===== config.mk =====
export PLATFORM = sky130hd
export DESIGN_NAME = pincfg_multi
export DESIGN_NICKNAME = d
export VERILOG_FILES = /design/src/rtl/pincfg_multi.sv
export SDC_FILE = /design/constraint.sdc
export NUM_CORES = 1
export LEC_CHECK = 0
export BUFFER_PORTS_ARGS = -buffer_cell sky130_fd_sc_hd__buf_2
export CORE_UTILIZATION = 50
export DETAILED_ROUTE_END_ITERATION = 8
export MAX_ROUTING_LAYER = met4
export PLACE_DENSITY = 0.8
export SLEW_MARGIN = 20
export SYNTH_ARGS = -nofsm -noshare
export SYNTH_HDL_FRONTEND = slang
export SYNTH_SLANG_ARGS = --single-unit

===== constraint.sdc =====
create_clock -name clk -period 6.1 [get_ports clk]
set_input_delay 0.305 -clock clk [delete_from_list [all_inputs] [get_ports clk]]
set_output_delay 0.305 -clock clk [all_outputs]
set_load 0.03 [all_outputs]

===== src/rtl/pincfg_multi.sv =====
// Multi-channel step/dir pin driver: timed step pulses, direction setup delay,
// per-pin polarity, latched shutdown. `PINCFG_OVERRUN_EN builds the overrun counter at adr 4.
module pincfg_multi #(
  parameter int CHANNELS  = 2,
  parameter int DUR_WIDTH = 16
) (
  input  logic                    clk,
  input  logic                    rst_n,
  input  logic [CHANNELS-1:0]     step_pulse,
  input  logic [CHANNELS-1:0]     step_dir,
  output logic [2*CHANNELS-1:0]   pins_out,
  input  logic                    pin_shutdown,
  input  logic                    wb_stb_i,
  input  logic                    wb_cyc_i,
  input  logic                    wb_we_i,
  input  logic [3:0]              wb_adr_i,
  input  logic [31:0]             wb_dat_i,
  output logic [31:0]             wb_dat_o,
  output logic                    wb_ack_o
);

  typedef enum logic [1:0] {ST_IDLE, ST_SETUP, ST_PULSE} ch_state_e;

  // Wishbone: valid = cyc && stb; ready (ack) is tied high, so every access
  // completes in the cycle it is presented and writes land on the next edge.
  logic wr;
  assign wr       = wb_cyc_i && wb_stb_i && wb_we_i;
  assign wb_ack_o = 1'b1;

  logic [2*CHANNELS-1:0] polarity;
  logic [DUR_WIDTH-1:0]  step_duration;
  logic [DUR_WIDTH-1:0]  dir_setup;
  logic [1:0]            sd_sync;
  logic                  in_shutdown;
  logic [7:0]            overrun_rd;

  ch_state_e             state_q [CHANNELS];
  ch_state_e             state_d [CHANNELS];
  logic [DUR_WIDTH-1:0]  cnt_q   [CHANNELS];
  logic [DUR_WIDTH-1:0]  cnt_d   [CHANNELS];
  logic [CHANNELS-1:0]   dir_q, dir_d, go_pulse, req_drop, busy;

  always_comb begin
    for (int c = 0; c < CHANNELS; c++) begin
      state_d[c]  = state_q[c];
      cnt_d[c]    = cnt_q[c];
      dir_d[c]    = dir_q[c];
      go_pulse[c] = 1'b0;
      req_drop[c] = 1'b0;
      case (state_q[c])
        ST_IDLE: begin
          if (step_pulse[c] && !in_shutdown) begin
            if (step_dir[c] != dir_q[c]) begin
              dir_d[c] = step_dir[c];
              if (dir_setup != '0) begin
                state_d[c] = ST_SETUP;
                cnt_d[c]   = dir_setup;
              end else begin
                go_pulse[c] = 1'b1;
              end
            end else begin
              go_pulse[c] = 1'b1;
            end
          end
        end
        ST_SETUP: begin
          if (cnt_q[c] == DUR_WIDTH'(1)) go_pulse[c] = 1'b1;
          else cnt_d[c] = cnt_q[c] - DUR_WIDTH'(1);
        end
        ST_PULSE: begin
          if (cnt_q[c] == DUR_WIDTH'(1)) state_d[c] = ST_IDLE;
          else cnt_d[c] = cnt_q[c] - DUR_WIDTH'(1);
        end
        default: state_d[c] = ST_IDLE;
      endcase
      // A zero duration skips the pulse entirely.
      if (go_pulse[c]) begin
        if (step_duration == '0) begin
          state_d[c] = ST_IDLE;
        end else begin
          state_d[c] = ST_PULSE;
          cnt_d[c]   = step_duration;
        end
      end
      if (state_q[c] != ST_IDLE && step_pulse[c] && !in_shutdown) req_drop[c] = 1'b1;
    end
  end

  always_ff @(posedge clk or negedge rst_n) begin
    if (!rst_n) begin
      for (int c = 0; c < CHANNELS; c++) begin
        state_q[c] <= ST_IDLE;
        cnt_q[c]   <= '0;
      end
      dir_q         <= '0;
      polarity      <= '0;
      step_duration <= '0;
      dir_setup     <= '0;
      sd_sync       <= '0;
      in_shutdown   <= 1'b0;
    end else begin
      for (int c = 0; c < CHANNELS; c++) begin
        state_q[c] <= state_d[c];
        cnt_q[c]   <= cnt_d[c];
      end
      dir_q   <= dir_d;
      sd_sync <= {sd_sync[0], pin_shutdown};
      if (wr && wb_adr_i == 4'd0) polarity      <= wb_dat_i[2*CHANNELS-1:0];
      if (wr && wb_adr_i == 4'd2) step_duration <= wb_dat_i[DUR_WIDTH-1:0];
      if (wr && wb_adr_i == 4'd3) dir_setup     <= wb_dat_i[DUR_WIDTH-1:0];
      // Clear beats a same-cycle set; a still-high pin re-latches next edge.
      if (wr && wb_adr_i == 4'd1) in_shutdown <= 1'b0;
      else if (sd_sync[1])        in_shutdown <= 1'b1;
    end
  end

`ifdef PINCFG_OVERRUN_EN
  logic [7:0] overrun_q;
  always_ff @(posedge clk or negedge rst_n) begin
    if (!rst_n)                             overrun_q <= '0;
    else if (wr && wb_adr_i == 4'd4)        overrun_q <= '0;
    else if (|req_drop && overrun_q != 8'hFF) overrun_q <= overrun_q + 8'd1;
  end
  assign overrun_rd = overrun_q;
  logic unused_ok;
  assign unused_ok = ^wb_dat_i[31:16];
`else
  assign overrun_rd = 8'h00;
  logic unused_ok;
  assign unused_ok = ^{wb_dat_i[31:16], req_drop};
`endif

  always_comb begin
    for (int c = 0; c < CHANNELS; c++) begin
      busy[c]           = (state_q[c] != ST_IDLE);
      pins_out[2*c]     = polarity[2*c] ^ (state_q[c] == ST_PULSE && !in_shutdown);
      pins_out[2*c + 1] = polarity[2*c + 1] ^ dir_q[c];
    end
  end

  always_comb begin
    wb_dat_o = '0;
    case (wb_adr_i)
      4'd0:    wb_dat_o = 32'(polarity);
      4'd1:    wb_dat_o = (32'(busy) << 8) | 32'(in_shutdown);
      4'd2:    wb_dat_o = 32'(step_duration);
      4'd3:    wb_dat_o = 32'(dir_setup);
      4'd4:    wb_dat_o = 32'(overrun_rd);
      default: wb_dat_o = '0;
    endcase
  end

endmodule


==> results.sh <==
export IMPL_status="finished, violations left"
export IMPL_violations="hold timing"
export IMPL_drv_slew=0
export IMPL_drv_cap=0
export IMPL_antenna_left=0
export IMPL_die_area_um2=10800
export IMPL_drtIter0Drc=511
export IMPL_layout_nets=646
export IMPL_final_core_util=0.569
export IMPL_yosys_top_cells_area="dfrtp_1, mux2_2, o21ai_0"
export IMPL_core_area_um2=9950
export IMPL_grt_usage=0.297
export IMPL_cts_tree="done"
export IMPL_die_x_um=104
export IMPL_synth_top_cell_by_area="dfrtp_1"
export IMPL_wire_per_inst_um=20.9
export IMPL_setup_tns_ns=0
export IMPL_synth_seq_cells=77
export IMPL_period_minus_slack_ns=3.32
export IMPL_num_io_pins=83
export IMPL_critPathSlowestCell="nor4_1"
export IMPL_worstMarginPinSlew_ns=0.865
export IMPL_p_per_area_nw_per_um2=314
export IMPL_r2r_start="dir_setup[8]$_DFFE_PN0P_"
export IMPL_grt_antenna_before_repair=0
export IMPL_synth_seq_area_share=0.370
export IMPL_path_clk_slew_ns=0.09
export IMPL_finalCritPeriodShare=0.544
export IMPL_grt_pass1_wl_um=24800
export IMPL_ff2ff_setup_slack_ns=2.78
export IMPL_grt_pass1_vias=4657
export IMPL_yosys_top_cells_count="dfrtp_1, nand2_1, mux2_2"
export IMPL_async_flop_share=1.00
export IMPL_start_kind="flop"
export IMPL_ir_drop_mv=0.209
export IMPL_gp_congestion=0.925
export IMPL_synth_distinct_cells=70
export IMPL_synth_area_um2=5210
export IMPL_hold_path_class="in -> async"
export IMPL_critPathMaxFanout=15
export IMPL_dieHeight_um=104
export IMPL_post_cts_repair_setup_buffers=0
export IMPL_area_growth_pct=8.72
export IMPL_synthFlopType="dfrtp_1"
export IMPL_cp_num_buf_inv=0
export IMPL_overflow=0
export IMPL_cpPeakStageDelay_ns=0.77
export IMPL_viasPerCell=6.63
export IMPL_diodes=0
export IMPL_grt_max_degree=78
export IMPL_synth_enable_flop_cells=0
export IMPL_worstPathArrival_ns=3.55
export IMPL_endpoint_kind="flop"
export IMPL_path_class="reg -> reg"
export IMPL_finalWirelength_um=15200
export IMPL_hpwl_um=10400
export IMPL_yosys_warnings=0
export IMPL_port_buffers=49
export IMPL_post_cts_resized=0
export IMPL_relSlewSlack=0.424
export IMPL_cts_sinks=77
export IMPL_rr_worst_depth=6
export IMPL_rr_endpoint="cnt_q[27]$_DFF_PN0_"
export IMPL_num_vias=4813
export IMPL_setup_viol_count_final=0
export IMPL_clk_latency_ns=0.37
export IMPL_cts_hold_buf=0
export IMPL_worstPathRequired_ns=6.33
export IMPL_initial_core_util=0.524
export IMPL_synth_top_area_share=0.370
export IMPL_route_detailed_drc=0
export IMPL_fmax_mhz=301
export IMPL_cp_top_family="compound AO/OA/AOI/OAI gates"
export IMPL_drive_gt1_frac=0.211
export IMPL_finalClockSkew_ns=0.0116
export IMPL_syn_area_per_cell_um2=9.27
export IMPL_hold_violations=66
export IMPL_yosysMostFrequentCell="dfrtp_1"
export IMPL_cts_buffer_depth=2
export IMPL_p_leak_uw=0.00251
export IMPL_drtPass1Iterations=5
export IMPL_cts_buffers=9
export IMPL_rows=36
export IMPL_cts_root_buf="clkbuf_8"
export IMPL_crit_chain="nor4_1 -> a41oi_1 -> o2bb2ai_2 -> nand2_1 -> a32oi_1 -> o31ai_1"
export IMPL_hold_slack_ns=-0.0425
export IMPL_rsz0062_at_grt="false"
export IMPL_netlist_instances=562
export IMPL_h_tree_depth=3
==> metal layers <==
layer | routed length [µm] | global-route usage
met3 | 1280 | 0.0539
met5 | 0 | -
met1 | 6510 | 0.400
met4 | 357 | 0.0949
met2 | 7060 | 0.454
==> worst reg2reg max path, delay by kind of cell (launching register included) <==
family	cells	cell delay, ns
AO/OA/AOI/OAI	4	1.45
AND/OR/NAND/NOR	2	1.28
flip-flops	1	0.46
==> kinds of logic (layout without fill, tap and decap cells) <==
| family | count (synthesis) | after routing | share of synthesized area |
|---|---|---|---|
| buffers and inverters | 63 | 79 | 0.0629 |
| other | 2 | 17 | 0.00144 |
| AOI/OAI and AO/OA | 143 | 143 | 0.201 |
| xor gates and xnor gates | 14 | 14 | 0.0235 |
| DFF | 77 | 77 | 0.370 |
| adders and majority gates | 12 | 12 | 0.0288 |
| and+or+nand+nor | 201 | 201 | 0.205 |
| muxes | 50 | 50 | 0.108 |
==> final cells by class <==
class,instances,area [µm²]
multi-input cells,437,3020
fillers,891,4290
inverters,12,45.0
clock buffers,10,128
clock inverters,6,111
flip-flops and latches,77,1930
well taps,133,166
repair buffers,51,267
==> power by group <==
part | total [µW] | internal [µW] | switching, µW
clock | 477 | 272 | 205
combinational | 579 | 239 | 341
sequential | 722 | 591 | 131
==> registers in the layout, summed over array words and instances (netlist names) <==
register       count
state_q            4
polarity           4
sd_sync            2
dir_setup         16
step_duration     16
cnt_q             32
dir_q              2
in_shutdown        1
==> stage by stage <==
stage	std cells	worst slack [ns]	power (µW)	area [µm²]
finish	726	2.78	1780	5670
global route	726	2.61	1870	5670
CTS	726	2.96	1770	5650
detailed placement	710	2.96	1290	5410
global placement	710	3.06	1270	5410
floorplan	577	3.87	1130	5270
==> worst max-delay path by stage <==
| stage | from | cells past startpoint | end |
|---|---|---|---|
| 6_report | dir_setup[8]$_DFFE_PN0P_ | 6 | cnt_q[27]$_DFF_PN0_ |
| 4_1_cts | dir_setup[8]$_DFFE_PN0P_ | 6 | cnt_q[27]$_DFF_PN0_ |
| 3_5_place_dp | dir_setup[8]$_DFFE_PN0P_ | 6 | cnt_q[27]$_DFF_PN0_ |
| 2_1_floorplan | cnt_q[29]$_DFF_PN0_ | 8 | cnt_q[28]$_DFF_PN0_ |
| 3_3_place_gp | dir_setup[8]$_DFFE_PN0P_ | 6 | cnt_q[27]$_DFF_PN0_ |
| 5_1_grt | dir_setup[8]$_DFFE_PN0P_ | 6 | cnt_q[27]$_DFF_PN0_ |
==> placed cells by master (no fill, tap or decap), drive strengths merged, types with 6 or more instances in the layout <==
| master | instances |
|---|---|
| nor4 | 22 |
| buf | 51 |
| mux2 | 48 |
| nand2b | 11 |
| xnor2 | 7 |
| conb | 17 |
| ha | 12 |
| nand4 | 6 |
| a21oi | 6 |
| a31oi | 9 |
| nor2 | 33 |
| xor2 | 7 |
| dfrtp | 77 |
| inv | 12 |
| a22o | 18 |
| a221oi | 10 |
| nand3 | 16 |
| nand2 | 57 |
| a311oi | 7 |
| clkbuf | 10 |
| o21ai | 44 |
| and3 | 10 |
| a41oi | 6 |
| nor3 | 15 |
Power figures use the tool's default switching activity.
